## config.mk

```make
export PLATFORM = sky130hd
export DESIGN_NAME = fetch_unit_flat
export DESIGN_NICKNAME = d
export VERILOG_FILES = /design/src/rtl/cpu_pkg.sv /design/src/rtl/fetch_unit_if.sv /design/src/rtl/fetch_queue.sv /design/src/rtl/fetch_unit.sv /design/src/flat_wrapper.sv
export SDC_FILE = /design/constraint.sdc
export NUM_CORES = 1
export LEC_CHECK = 0
export ABC_AREA = 1
export CAP_MARGIN = 5
export CORE_MARGIN = 5
export CORE_UTILIZATION = 55
export CTS_CLUSTER_DIAMETER = 30
export DETAILED_ROUTE_END_ITERATION = 8
export PLACE_DENSITY = 0.77
export REMOVE_ABC_BUFFERS = 1
export SLEW_MARGIN = 20
export SYNTH_ARGS = -nofsm -noshare
export SYNTH_HDL_FRONTEND = slang
export SYNTH_SLANG_ARGS = --single-unit
```

## constraint.sdc

```tcl
create_clock -name clk -period 5.5 [get_ports clk]
set_input_delay 1.375 -clock clk [delete_from_list [all_inputs] [get_ports clk]]
set_output_delay 1.375 -clock clk [all_outputs]
set_load 0.1 [all_outputs]
```

## src/rtl/cpu_pkg.sv

```systemverilog
// Shared CPU definitions: fetch FSM encoding and fetch-path constants.
package cpu_pkg;

  typedef enum logic [1:0] {
    IDLE      = 2'd0,
    WAIT      = 2'd1,
    WAIT_DROP = 2'd2
  } fetch_state_t;

  localparam logic [31:0] RESET_PC_DEFAULT = 32'h0000_0000;
  localparam int          WORD_BYTES       = 4;

endpackage

```

## src/rtl/fetch_unit_if.sv

```systemverilog
// Instruction memory read port: request/ready handshake plus response channel.
interface fetch_unit_if;
  logic        imem_req;
  logic [31:0] imem_addr;
  logic        imem_ready;
  logic        imem_rvalid;
  logic [31:0] imem_rdata;

  modport master (
    output imem_req, imem_addr,
    input  imem_ready, imem_rvalid, imem_rdata
  );

  modport slave (
    input  imem_req, imem_addr,
    output imem_ready, imem_rvalid, imem_rdata
  );
endinterface

```

## src/rtl/fetch_queue.sv

```systemverilog
// Small circular FIFO of {pc, ir} pairs with synchronous clear.
module fetch_queue #(
  parameter int QDEPTH = 2
) (
  input  logic                          clk,
  input  logic                          rst_n,
  input  logic                          clear,
  input  logic                          push,
  input  logic [63:0]                   push_data,
  input  logic                          pop,
  output logic [$clog2(QDEPTH+1)-1:0]   count,
  output logic [63:0]                   head
);

  localparam int CNT_W = $clog2(QDEPTH + 1);
  localparam int PTR_W = (QDEPTH > 1) ? $clog2(QDEPTH) : 1;
  localparam logic [PTR_W-1:0] LAST_PTR = PTR_W'(QDEPTH - 1);
  localparam logic [CNT_W-1:0] FULL_CNT = CNT_W'(QDEPTH);

  logic [63:0]      mem [QDEPTH];
  logic [PTR_W-1:0] rd_ptr, wr_ptr;
  logic [63:0]      last_q;
  logic             do_push, do_pop;

  function automatic logic [PTR_W-1:0] ptr_inc(input logic [PTR_W-1:0] p);
    return (p == LAST_PTR) ? '0 : p + PTR_W'(1);
  endfunction

  assign do_pop  = pop && (count != '0);
  assign do_push = push && ((count != FULL_CNT) || do_pop);

  always_ff @(posedge clk or negedge rst_n) begin
    if (!rst_n) begin
      rd_ptr <= '0;
      wr_ptr <= '0;
      count  <= '0;
      last_q <= '0;
    end else if (clear) begin
      rd_ptr <= '0;
      wr_ptr <= '0;
      count  <= '0;
    end else begin
      if (do_push) wr_ptr <= ptr_inc(wr_ptr);
      if (do_pop) begin
        rd_ptr <= ptr_inc(rd_ptr);
        last_q <= mem[rd_ptr];
      end
      count <= count + CNT_W'(do_push) - CNT_W'(do_pop);
    end
  end

  // Storage needs no reset: an entry is only read after it was written.
  always_ff @(posedge clk) begin
    if (do_push && !clear) mem[wr_ptr] <= push_data;
  end

  // When empty, keep presenting the most recently consumed pair.
  assign head = (count != '0) ? mem[rd_ptr] : last_q;

endmodule

```

## src/rtl/fetch_unit.sv

```systemverilog
// Instruction fetch front end: owns the fetch PC, issues one outstanding imem
// read at a time and queues returned {PC, IR} pairs for the IF/ID register.
//
// state     | meaning
// IDLE      | no request outstanding; may issue when queue has room
// WAIT      | request accepted, response will be queued
// WAIT_DROP | request accepted, response belongs to a flushed path
module fetch_unit
  import cpu_pkg::*;
#(
  parameter logic [31:0] RESET_PC = RESET_PC_DEFAULT,
  parameter int          QDEPTH   = 2
) (
  input  logic               clk,
  input  logic               CLR,
  input  logic               redirect,
  input  logic [31:0]        redirect_pc,
  input  logic               stall,
  fetch_unit_if.master       imem,
  output logic               valid,
  output logic [31:0]        IR,
  output logic [31:0]        PC
);

  localparam int CNT_W = $clog2(QDEPTH + 1);
  localparam logic [CNT_W-1:0] FULL_CNT = CNT_W'(QDEPTH);

  fetch_state_t     state, state_next;
  logic [31:0]      fpc, req_pc;
  logic             req, accept, push, pop;
  logic [CNT_W-1:0] count;
  logic [63:0]      head;

  always_ff @(posedge clk or negedge CLR) begin
    if (!CLR) state <= IDLE;
    else      state <= state_next;
  end

  always_comb begin
    state_next = state;
    case (state)
      IDLE:      if (accept) state_next = WAIT;
      WAIT: begin
        if (redirect) state_next = imem.imem_rvalid ? IDLE : WAIT_DROP;
        else if (imem.imem_rvalid) state_next = IDLE;
      end
      WAIT_DROP: if (imem.imem_rvalid) state_next = IDLE;
      default:   state_next = IDLE;
    endcase
  end

  // Request is gated by the reset pin so it is low for the whole reset window.
  always_comb begin
    req    = CLR && (state == IDLE) && (count < FULL_CNT) && !redirect;
    accept = req && imem.imem_ready;
    push   = (state == WAIT) && imem.imem_rvalid && !redirect;
    pop    = valid && !stall;
  end

  assign imem.imem_req  = req;
  assign imem.imem_addr = fpc;

  always_ff @(posedge clk or negedge CLR) begin
    if (!CLR) begin
      fpc    <= RESET_PC;
      req_pc <= '0;
    end else if (redirect) begin
      fpc <= redirect_pc & ~32'h0000_0003;
    end else if (accept) begin
      fpc    <= fpc + 32'(WORD_BYTES);
      req_pc <= fpc;
    end
  end

  fetch_queue #(.QDEPTH(QDEPTH)) u_queue (
    .clk       (clk),
    .rst_n     (CLR),
    .clear     (redirect),
    .push      (push),
    .push_data ({req_pc, imem.imem_rdata}),
    .pop       (pop),
    .count     (count),
    .head      (head)
  );

  assign valid = (count != '0);
  assign PC    = head[63:32];
  assign IR    = head[31:0];

endmodule

```

## src/flat_wrapper.sv

```systemverilog
// flat-port wrapper written by rule: the top's interface ports become plain ports
module fetch_unit_flat import cpu_pkg::*;
#(
  parameter logic [31:0] RESET_PC = RESET_PC_DEFAULT,
  parameter int          QDEPTH   = 2
)
  (clk, CLR, redirect, redirect_pc, stall, valid, IR, PC, imem_imem_req, imem_imem_addr, imem_imem_ready, imem_imem_rvalid, imem_imem_rdata);
  fetch_unit_if imem_i ();
  input  logic clk;
  input  logic CLR;
  input  logic redirect;
  input  logic [31:0] redirect_pc;
  input  logic stall;
  output logic valid;
  output logic [31:0] IR;
  output logic [31:0] PC;
  output wire logic [$bits(imem_i.imem_req)-1:0] imem_imem_req;
  output wire logic [$bits(imem_i.imem_addr)-1:0] imem_imem_addr;
  input wire logic [$bits(imem_i.imem_ready)-1:0] imem_imem_ready;
  input wire logic [$bits(imem_i.imem_rvalid)-1:0] imem_imem_rvalid;
  input wire logic [$bits(imem_i.imem_rdata)-1:0] imem_imem_rdata;
  assign imem_imem_req = imem_i.imem_req;
  assign imem_imem_addr = imem_i.imem_addr;
  assign imem_i.imem_ready = imem_imem_ready;
  assign imem_i.imem_rvalid = imem_imem_rvalid;
  assign imem_i.imem_rdata = imem_imem_rdata;
  fetch_unit #(.RESET_PC(RESET_PC), .QDEPTH(QDEPTH)) u_core (.clk(clk), .CLR(CLR), .redirect(redirect), .redirect_pc(redirect_pc), .stall(stall), .imem(imem_i), .valid(valid), .IR(IR), .PC(PC));
endmodule
```

# [Yosys cells after proc, flatten, opt, wreduce, memory -nomap -nowiden]
# Memories as Yosys holds them, arrays and structs flattened.
# Cells that the tools add are included.
[word_totals] register_bits=134 ramBits=128 inputBits=70 elab_cells=56 memories=1
[classes] add_sub_neg=5 magnitude_cmp=1 n_eq_ne=4 muxes=17 bitwise_logic=1 reduce_logical=20
[mem_list] memory="u_core.u_queue.mem" depth=2 word_bits=64 read_ports=1 rd_ports_with_merged_regs=0 wr=1 line="fetch_queue.sv:20" source="logic [63:0] mem [QDEPTH];"
[ops] op="$mux 32" n=2
[ops] op="$mux 64" n=1
[ops] op="$add 32x3->32 const B" n=1
[ops] op="$logic_and 1x1->1" n=10
[ops] op="$mux 2" n=5
[ops] op="$mux 1" n=8
[ops] op="$reduce_bool 2->1" n=4
[ops] op="$pmux 2 s3" n=1
[ops] op="$reduce_and 2->1" n=2
[ops] op="$add 1x1->1 const B" n=2
[ops] op="$add 2x1->2" n=1
[ops] op="$eq 2x1->1 const B" n=1
[ops] op="$eq 2x2->1 const B" n=1
[ops] op="$logic_not 1->1" n=2
[ops] op="$logic_not 2->1" n=1
[ops] op="$lt 2x2->1 const B" n=1
[ops] op="$ne 2x1->1 const B" n=1
[ops] op="$ne 2x2->1 const B" n=1
[ops] op="$sub 2x1->2" n=1
[ops] op="$logic_or 1x1->1" n=1
[ops] op="$not 1->1" n=1

# [Logic depth before layout (Yosys ltp)]
# Gate-level depths: netlist of run 1.
[logic_depth] word_depth=8 depth_mapped=9 depth_no_buf=9

# [Modules after synthesis]
# From an unflattened synthesis of run 1, not the netlist that was laid out.
[hier_totals] hier_cells=1334 hier_area_um2=11571.1
[modules_own_cells] module="fetch_queue" n_inst=1 cells_each=855 area_each_um2=8215.4 seq_area_each_um2=5545.3
[modules_own_cells] module="fetch_unit" n_inst=1 cells_each=479 area_each_um2=3355.7 seq_area_each_um2=1551.5

# [Worst setup path after synthesis of run 1]
# Ideal clock, no wire load.
[synth_path] kind="in2reg" start="input redirect" end="memory u_core.u_queue.mem[0][0], enable pin" arrival_time_ns=4.487 required_time_ns=5.018 path_slack_ns=0.530 cell_stages=4 n_path_buf=1 path_cell_list="buf_4 > nor3_1 > nand3_1 > nor2_1"
[synth_via] elab_chain_cells=6
[synth_rtl] item="from (decl)" line="flat_wrapper.sv:11" source="input logic redirect;"
[synth_rtl] item="$logic_not 1->1 *" line="fetch_queue.sv:54, fetch_unit.sv:56"
[synth_rtl] item="$logic_and 1x1->1" line="fetch_unit.sv:56" source="push = (state == WAIT) && imem.imem_rvalid && !redirect;"
[synth_rtl] item="$logic_and 1x1->1" line="fetch_queue.sv:30" source="assign do_push = push && ((count != FULL_CNT) || do_pop);"
[synth_rtl] item="$logic_and 1x1->1 *" line="fetch_queue.sv:54" source="if (do_push && !clear) mem[wr_ptr] <= push_data;"
[synth_rtl] item="$mux 1 *" line="fetch_queue.sv:54"
[synth_rtl] item="$mux 1 (not written as such) *" line="fetch_queue.sv:54"
[synth_rtl] item="to (decl)" line="fetch_queue.sv:20"
# Mark *: on every way between the ends. The rest lies on a longest branch, timed or not.

# [Final worst setup path of run 1]
[layout_path] start="register u_core.u_queue.count[1]" end="output IR[23]"
[layout_via] elab_chain_cells=2
[layout_rtl] item="from (decl)" line="fetch_queue.sv:11" source="output logic [$clog2(QDEPTH+1)-1:0] count,"
[layout_rtl] item="from (signal assigned)" line="fetch_queue.sv:48" source="count <= count + CNT_W'(do_push) - CNT_W'(do_pop);"
[layout_rtl] item="$reduce_bool 2->1" line="fetch_queue.sv:58" source="assign head = (count != '0) ? mem[rd_ptr] : last_q;"
[layout_rtl] item="$mux 64" line="fetch_queue.sv:58"
[layout_rtl] item="to (decl)" line="flat_wrapper.sv:15" source="output logic [31:0] IR;"
# No other way between the ends.

==> results.yml, run 1 <==
final_layout:
  nNetsFinal: 1463
  fillers: 1487
  fin_util_pct: 71.8
  layout-drive-gt1-share_pct: 16.3
  synthToLayoutAreaGrowth_pct: 28.5
  num_antenna_cells: 0
logic_synthesis:
  yosysWarnings: 0
  synthArstFlopShare_pct: 50.8
  synthCells: 1222
  ys_top_cells_by_area: "edfxtp_1 (33%), dfrtp_1 (28%), nand2_1 (16%)"
  ys.flop_type: "dfrtp_1"
  synth.avg_cell_area_sq_um: 9.28
  synth.most_common_cell: "nand2_1"
  yosysUniqueCellTypes: 32
  synth_edf_count: 124
  syn_area_sq_um: 11300
  synth_seq_cells: 252
  synth_top_area_share_pct: 32.8
  synthTopCellsByCount: "nand2_1 (489), dfrtp_1 (128), edfxtp_1 (124)"
  yosysTopAreaCell: "edfxtp_1"
  ys_seq_area_share_pct: 61.1
sta:
  setup_viol_count_final: 0
  worst_slew_pin_slew_ns: 1.13
  hold_violations: 0
  finClkSkew_ns: 0.0249
  fin_tns_setup_ns: 0
  min_period_ns: 4.31
  rsz0062_at_grt: "no"
  max_freq_mhz: 232
  relSlewSlack_pct: 24.9
  fin_crit_sh_pct: 78.3
  layout_setup_ws_ns: 1.19
  report.final.slew_viol_count: 0
global_route:
  grt_pass1_vias: 8806
  grt_pass1_wl_mm: 43.4
  grt_max_degree: 70
  antenna_found_initial: 0
  grt_overflow_total: 0
  track_usage_pct: 22.5
min_path:
  hp-start: "u_core.req_pc[9]$_DFFE_PN0P_"
  whs_path_depth: 0
  hold_class: "flip-flop to flip-flop"
  min_to: "u_core.u_queue.mem[0][41]$_DFFE_PP_"
setup_path:
  cp_slowest_cell: "clkinv_2"
  r2r_setup_slack_ns: 3.16
  critical_path.top_delay_family: "buffers and inverters"
  crit_chain: "nor2_2 > clkinv_2 > buf_4 > o21ai_0 > buf_4"
  critPathRequiredTime_ns: 4.12
  cp_max_fo: 54
  r2r-end: "u_core.imem.imem_addr[9]$_DFFE_PN0P_"
  cp.arrival_ns: 2.93
  crit_top_cell: "buf_4"
  path_class: "flip-flop to output pin"
  start_kind: "flip-flop"
  cpPeakStageDelay_ns: 0.52
  reg2regPathDepth: 6
  crit_buf_inv: 3
  endpoint_kind: "output pin"
  regToRegStartpoint: "u_core.state[1]$_DFFE_PN0P_"
clock_tree:
  ctsHoldBuffers: 0
  postCtsSetupBuffers: 0
  root_buffer: "clkbuf_16"
  clock_sinks: 252
  clk_pin_slew_ns: 0.05
  tritoncts: "done"
  post_cts_resized: 0
  clock_path_buffers: 3
  insertion_delay_ns: 0.53
  h-tree-depth: 2
  cts_buffers: 46
floorplanning:
  io_pins: 168
  die_w_microns: 154
  rows: 52
  fp.dieArea_sq_um: 23600
  core_area_sq_um: 20300
  die_h_microns: 154
  initial_core_util_pct: 55.9
drt:
  post_drt_wl_per_cell_microns: 15.7
  drc_errors: 0
  viasPerCell: 5.14
  routed_wl_mm: 26.6
  first_iter_violations: 632
  drtAntennaViolNets: 0
  drt_first_pass_iters: 4
  num_vias: 8715
run_status:
  status: "finished, final reports clean"
placement:
  hpwl_mm: 16.7
  pre_cts_slack_ns: 1.37
  globalplace.congestion: 0.921
  portBuffers: 161
run:
  max_cap_viol_count: 0
==> stage by stage <==
| stage | instances | cell area [sq um] | hold WS, ns |
|---|---|---|---|
| 6_report | 1697 | 14600 | 0.465 |
| 3_5_place_dp | 1612 | 13000 | 0.455 |
| 2_1_floorplan | 1167 | 11000 | 0.442 |
| 4_1_cts | 1697 | 14600 | 0.463 |
| 5_1_grt | 1697 | 14600 | 0.479 |
| 3_3_place_gp | 1612 | 13000 | 0.449 |
==> routing by layer <==
| metal | up-vias | wire length (microns) | GRT usage, % |
|---|---|---|---|
| met4 | 0 | 498 | 6.48 |
| li1 | 4292 | - | - |
| met5 | - | 0 | 0 |
| met3 | 42 | 1670 | 4.86 |
| met1 | 4112 | 11600 | 29.9 |
| met2 | 269 | 12800 | 37.6 |
==> logic make-up after synthesis <==
group                    count (synthesis)  synth area share [%]
flip-flops                             252                  61.1
AND/OR/NAND/NOR                        602                  21.6
XOR/XNOR                                 7                 0.540
other                                    1                0.0331
AO/OA/AOI/OAI                          180                  9.70
buffers and inverters                  177                  6.74
adder cells (fa/ha/maj)                  3                 0.331
==> flip-flops by register name, summed over array words and instances, names as in the netlist <==
name / flops
u_core.u_queue.count: 2
u_core.state: 2
u_core.req_pc: 30
u_core.u_queue.mem: 124
u_core.u_queue.wr_ptr: 1
u_core.u_queue.rd_ptr: 1
u_core.u_queue.last_q: 62
u_core.imem.imem_addr: 30
==> worst max path at each step <==
stage,endpoint,slack (ns),depth (start not counted),startpoint
2_1_floorplan,IR[0],0.52,3,u_core.u_queue.count[1]$_DFF_PN0_
4_1_cts,IR[23],1.23,5,u_core.u_queue.count[1]$_DFF_PN0_
3_5_place_dp,u_core.u_queue.mem[0][15]$_DFFE_PP_,1.37,6,redirect
6_report,IR[23],1.19,5,u_core.u_queue.count[1]$_DFF_PN0_
5_1_grt,PC[2],1.05,5,u_core.u_queue.count[1]$_DFF_PN0_
3_3_place_gp,u_core.u_queue.mem[0][6]$_DFFE_PP_,1.47,6,redirect
==> placed cells by master (no fill, tap or decap), drive strengths merged, types with 2 or more instances in the layout <==
cell type	synthesis	layout
ha	3	3
edfxtp	124	124
nand2	492	492
clkbuf	20	54
nor3	2	2
xor2	4	4
xnor2	3	3
nand3	52	52
buf	38	78
nor2	50	50
o21ai	175	175
clkinvlp	0	7
dfrtp	128	128
inv	119	129
conb	1	4
and2	3	3
o211ai	3	3
bufinv	0	3
clkinv	0	11
clkdlybuf4s50	0	97
==> layout make-up <==
cell class | instances | area (sq um) | share of cell area, %
clock buffers | 54 | 1250 | 8.59
repair buffers | 175 | 1600 | 11.0
inverters | 119 | 448 | 3.07
flip-flops and latches | 252 | 6930 | 47.5
well taps | 270 | 338 | 2.32
multi-input cells | 796 | 3680 | 25.2
clock inverters | 31 | 332 | 2.28
Power of run 1 is left out: the tool's default activity adds up to more than one toggle a clock period on the data nets, which glitch-free logic cannot reach.
==> run 2, diff against run 1 <==
Settings changed: CORE_UTILIZATION 55 to 49, PLACE_DENSITY 0.77 to 0.72.
Clock period 5.5 ns to 3.7 ns, I/O delays scaled along.
==> run 2 against run 1 <==
Largest cell class unchanged. Global-route usage is 1.6 points lower. Critical endpoint is now IR[3]. Worst hold slack worse by 0.00065 ns. Critical path depth up 1. Worst setup slack worse by 0.95 ns. Register-to-register slack worse by 1.4 ns. Die area is 11% higher. Sequential cell count did not move. First-iteration DRC count shrank 0.32%. Sequential share of layout area shrank 3.1 points. Via count rose by 0.22%. Clock skew decreased by 0.0016 ns.
==> results.yml, run 2 (same netlist as run 1, synthesis figures left out) <==
run_status:
  status: "finished, final reports clean"
final_layout:
  nNetsFinal: 1475
  reg.largest.list: "u_core.u_queue.mem (124), u_core.u_queue.last_q (62)"
  layout-drive-gt1-share_pct: 19.3
  layout_common_cells: "nand2_1 (489), dfrtp_1 (127), edfxtp_1 (124)"
  num_antenna_cells: 0
  synthToLayoutAreaGrowth_pct: 37.4
  top_register: "u_core.u_queue.mem"
  layout_commonest_cell: "nand2_1"
  fin_util_pct: 68.6
  largest_reg_flops: 124
floorplanning:
  fp.dieArea_sq_um: 26300
  die_w_microns: 162
  core_area_sq_um: 22700
  initial_core_util_pct: 50.0
  io_pins: 168
  die_h_microns: 162
  rows: 55
global_route:
  grt_overflow_total: 0
  grt_max_degree: 72
  antenna_found_initial: 0
  track_usage_pct: 20.9
  grt_pass1_wl_mm: 44.3
  grt_pass1_vias: 8784
sta:
  hold_violations: 0
  max_freq_mhz: 289
  finClkSkew_ns: 0.0233
  relSlewSlack_pct: 48.7
  worst_slew_pin_slew_ns: 0.769
  min_period_ns: 3.46
  report.final.slew_viol_count: 0
  fin_tns_setup_ns: 0
  rsz0062_at_grt: "no"
  fin_crit_sh_pct: 93.4
  setup_viol_count_final: 0
clock_tree:
  cts_buffers: 53
  clk_pin_slew_ns: 0.05
  clock_path_buffers: 3
  clock_sinks: 252
  insertion_delay_ns: 0.55
  root_buffer: "clkbuf_16"
  h-tree-depth: 2
  postCtsSetupBuffers: 0
  tritoncts: "done"
drt:
  post_drt_wl_per_cell_microns: 15.5
  drtAntennaViolNets: 0
  first_iter_violations: 630
  drt_first_pass_iters: 5
  num_vias: 8734
  routed_wl_mm: 26.8
  drc_errors: 0
  viasPerCell: 5.05
placement:
  hpwl_mm: 17.0
  globalplace.congestion: 0.895
  portBuffers: 161
setup_path:
  cp.arrival_ns: 2.53
  critPathRequiredTime_ns: 2.77
  start_kind: "flip-flop"
  cp_max_fo: 71
  cpPeakStageDelay_ns: 0.44
  cp_slowest_cell: "dfrtp_1"
  endpoint_kind: "output pin"
  crit_top_cell: "buf_6"
  crit_chain: "nor2_2 > clkinv_2 > buf_6 > buf_6 > o21ai_0 > buf_12"
  path_class: "flip-flop to output pin"
min_path:
  hold_class: "flip-flop to flip-flop"
run:
  max_cap_viol_count: 0
run 2: repair_timing:
item / CTS / global route
hold buffers: 0 / 0
setup endpoints to repair: 27 / 27
gates resized for setup: 1 / 1
run 2: final cells by class:
class                           instances  area (sq um)
Clock buffer                           60          1380
Multi-Input combinational cell        796          3680
Timing Repair Buffer                  180          2380
Tap cell                              285           357
Sequential cell                       252          6930
Clock inverter                         39           413
Inverter                              119           448
Fill cell                            1628          7120
run 2: final timing paths:
path / start / to / slack [ns] / cells past startpoint
hold / removal: u_core.req_pc[19]$_DFFE_PN0P_ / u_core.u_queue.mem[1][51]$_DFFE_PP_ / 0.46 / 0
setup reg to reg: u_core.state[1]$_DFFE_PN0P_ / u_core.u_queue.mem[0][28]$_DFFE_PP_ / 1.74 / 4
setup / recovery: u_core.u_queue.count[1]$_DFF_PN0_ / IR[3] / 0.24 / 6
min in group asynchronous: CLR / u_core.u_queue.last_q[4]$_DFFE_PN0P_ / 0.50 / 2
hold reg to reg: u_core.req_pc[19]$_DFFE_PN0P_ / u_core.u_queue.mem[1][51]$_DFFE_PP_ / 0.46 / 0
max in group asynchronous: CLR / u_core.req_pc[31]$_DFFE_PN0P_ / 1.96 / 3
run 2: through the flow:
step,cells,hold slack [ns],setup WS [ns],cell area (sq um)
2_1_floorplan,1167,0.442,-0.830,11000
3_3_place_gp,1632,0.450,0.401,13800
3_5_place_dp,1632,0.460,0.354,13800
4_1_cts,1731,0.459,0.0729,15600
5_1_grt,1731,0.483,0.0856,15600
6_report,1731,0.464,0.244,15600
run 2: metal layers:
| metal | global-route usage [%] | vias up | part of all wire, % |
|---|---|---|---|
| met4 | 6.15 | 0 | 1.8 |
| met1 | 27.7 | 4128 | 43 |
| li1 | - | 4292 | - |
| met3 | 4.44 | 37 | 6.2 |
| met2 | 34.9 | 277 | 49 |
| met5 | 0 | - | 0 |
run 2: critical path, delay by kind of cell (launching register included):
| family | cells | cell delay (ns) |
|---|---|---|
| buffers and inverters | 4 | 0.83 |
| DFF | 1 | 0.44 |
| and+or+nand+nor | 1 | 0.22 |
| AOI/OAI and AO/OA | 1 | 0.43 |
Power of run 2 is left out for the same reason.
==> run 3, diff against run 2 <==
Settings changed: ABC_AREA 1 to not set, CORE_MARGIN 5 to not set, CORE_UTILIZATION 49 to 48.
==> run 3 against run 2 <==
Critical path depth is the same. Synthesized cell count shrank 26%. Fmax shrank 3.2%. Critical endpoint is now PC[21].
==> results.yml, run 3 <==
clock_tree:
  root_buffer: "clkbuf_16"
  clock_sinks: 252
  insertion_delay_ns: 0.54
  post_cts_resized: 0
  ctsHoldBuffers: 0
  clk_pin_slew_ns: 0.05
  postCtsSetupBuffers: 0
  tritoncts: "done"
  h-tree-depth: 2
  cts_buffers: 53
  clock_path_buffers: 3
global_route:
  grt_pass1_vias: 7356
  antenna_found_initial: 0
  grt_pass1_wl_mm: 38.8
  grt_overflow_total: 0
  grt_max_degree: 95
  track_usage_pct: 22.5
logic_synthesis:
  ys.flop_type: "dfrtp_1"
  synth_top_area_share_pct: 35.6
  synthCells: 905
  synth.most_common_cell: "nor2_1"
  yosysWarnings: 0
  yosysUniqueCellTypes: 50
  syn_area_sq_um: 10500
  yosysTopAreaCell: "edfxtp_1"
  synth_seq_cells: 252
  synth.avg_cell_area_sq_um: 11.6
  synthTopCellsByCount: "nor2_1 (141), a21oi_1 (131), dfrtp_1 (128)"
  synth_edf_count: 124
  ys_seq_area_share_pct: 66.2
  synthArstFlopShare_pct: 50.8
  ys_top_cells_by_area: "edfxtp_1 (36%), dfrtp_1 (31%), mux2i_1 (6.3%)"
run:
  max_cap_viol_count: 0
drt:
  routed_wl_mm: 25.0
  drc_errors: 0
  drt_first_pass_iters: 5
  viasPerCell: 5.46
  first_iter_violations: 491
  post_drt_wl_per_cell_microns: 17.8
  drtAntennaViolNets: 0
  num_vias: 7683
floorplanning:
  rows: 53
  io_pins: 168
  die_h_microns: 150
  fp.dieArea_sq_um: 22400
  initial_core_util_pct: 49.3
  die_w_microns: 150
  core_area_sq_um: 21200
placement:
  hpwl_mm: 15.3
  portBuffers: 161
  globalplace.congestion: 0.789
setup_path:
  crit_chain: "nor2_1 > inv_4 > buf_4 > nor2_1 > a21oi_1 > buf_4"
  endpoint_kind: "output pin"
  cp_max_fo: 63
  path_class: "flip-flop to output pin"
  cpPeakStageDelay_ns: 0.51
  critPathRequiredTime_ns: 2.77
  cp.arrival_ns: 2.65
  reg2regPathDepth: 6
  start_kind: "flip-flop"
  cp_slowest_cell: "inv_4"
final_layout:
  num_antenna_cells: 0
  top_register: "u_core.u_queue.mem"
  layout-drive-gt1-share_pct: 19.9
  nNetsFinal: 1162
  reg.largest.list: "u_core.u_queue.mem (124), u_core.u_queue.last_q (62)"
  seqCellArea_sq_um: 6930
  synthToLayoutAreaGrowth_pct: 34.8
  fillers: 1604
  largest_reg_flops: 124
  layout_common_cells: "nor2_1 (139), a21oi_1 (131), dfrtp_1 (127)"
  layout_commonest_cell: "nor2_1"
  multiInputGateArea_sq_um: 3290
sta:
  rsz0062_at_grt: "no"
  hold_violations: 0
  worst_slew_pin_slew_ns: 1.16
  report.final.slew_viol_count: 0
  max_freq_mhz: 280
  relSlewSlack_pct: 22.5
  finClkSkew_ns: 0.0189
  fin_tns_setup_ns: 0
  setup_viol_count_final: 0
  fin_crit_sh_pct: 96.5
  min_period_ns: 3.57
run_status:
  status: "finished, final reports clean"
min_path:
  hold_class: "primary input to asynchronous set/reset pin"
## run 3: changes by cell type after synthesis, moves of 18 or more
cell,previous run,this run
o21ai_0,117,21
buf_2,23,5
nand3_1,52,18
a21oi_1,1,131
mux2i_1,0,66
inv_1,116,8
o21ai_2,50,0
nor2_1,36,141
nand2_1,489,120
## run 3: path summary, 6_finish.rpt
path                                                 startpoint  slack, ns                                     to
max                           u_core.u_queue.count[1]$_DFF_PN0_       0.13                                 PC[21]
min                                                         CLR       0.32  u_core.u_queue.last_q[13]$_DFFE_PN0P_
max reg2reg                u_core.imem.imem_addr[2]$_DFFE_PN0P_       1.17  u_core.imem.imem_addr[30]$_DFFE_PN0P_
min reg2reg                       u_core.req_pc[10]$_DFFE_PN0P_       0.46    u_core.u_queue.mem[1][42]$_DFFE_PP_
max in group asynchronous                                   CLR       2.15  u_core.u_queue.last_q[55]$_DFFE_PN0P_
min in group clk                  u_core.req_pc[10]$_DFFE_PN0P_       0.46    u_core.u_queue.mem[1][42]$_DFFE_PP_
## run 3: critical path, delay by kind of cell, from the launching register on
kind	cells	cell delay [ns]
AO/OA/AOI/OAI	1	0.15
buffers and inverters	3	1.22
flip-flops	1	0.44
AND/OR/NAND/NOR	2	0.24
## run 3: through the flow
step	hold slack (ns)	utilization (%)	worst slack [ns]	instance area (sq um)	std cells
3_3_place_gp	0.450	57.5	0.349	12200	1309
6_report	0.319	66.5	0.128	14100	1408
5_1_grt	0.331	66.5	0.0399	14100	1408
4_1_cts	0.325	66.5	0.137	14100	1408
2_1_floorplan	0.442	-	-4.13	10200	852
3_5_place_dp	0.455	57.5	0.281	12200	1309
## run 3: metal layers
layer / global-route usage (%) / vias to the layer above / wire [microns]
met4: 8.79 / 0 / 642
met3: 4.85 / 60 / 1890
met2: 35.5 / 300 / 11700
met1: 30.4 / 3724 / 10800
li1: - / 3599 / -
met5: 0 / - / 0
## run 3: cell type report
type | instances | share of cell area, %
Clock buffer | 66 | 10.2
Clock inverter | 33 | 3.24
Inverter | 10 | 0.284
Multi-Input combinational cell | 590 | 23.3
Sequential cell | 252 | 49.1
Tap cell | 275 | 2.44
Timing Repair Buffer | 182 | 11.4
## run 3: cell families after synthesis
kind of cell               share of synthesized area [%]
AOI/OAI and AO/OA                                   10.1
buffers and inverters                               2.78
other                                             0.0358
adders and majority gates                          0.359
DFF                                                 66.2
xor gates and xnor gates                           0.418
muxes                                               6.31
and+or+nand+nor                                     13.8
Power of run 3 is left out for the same reason.
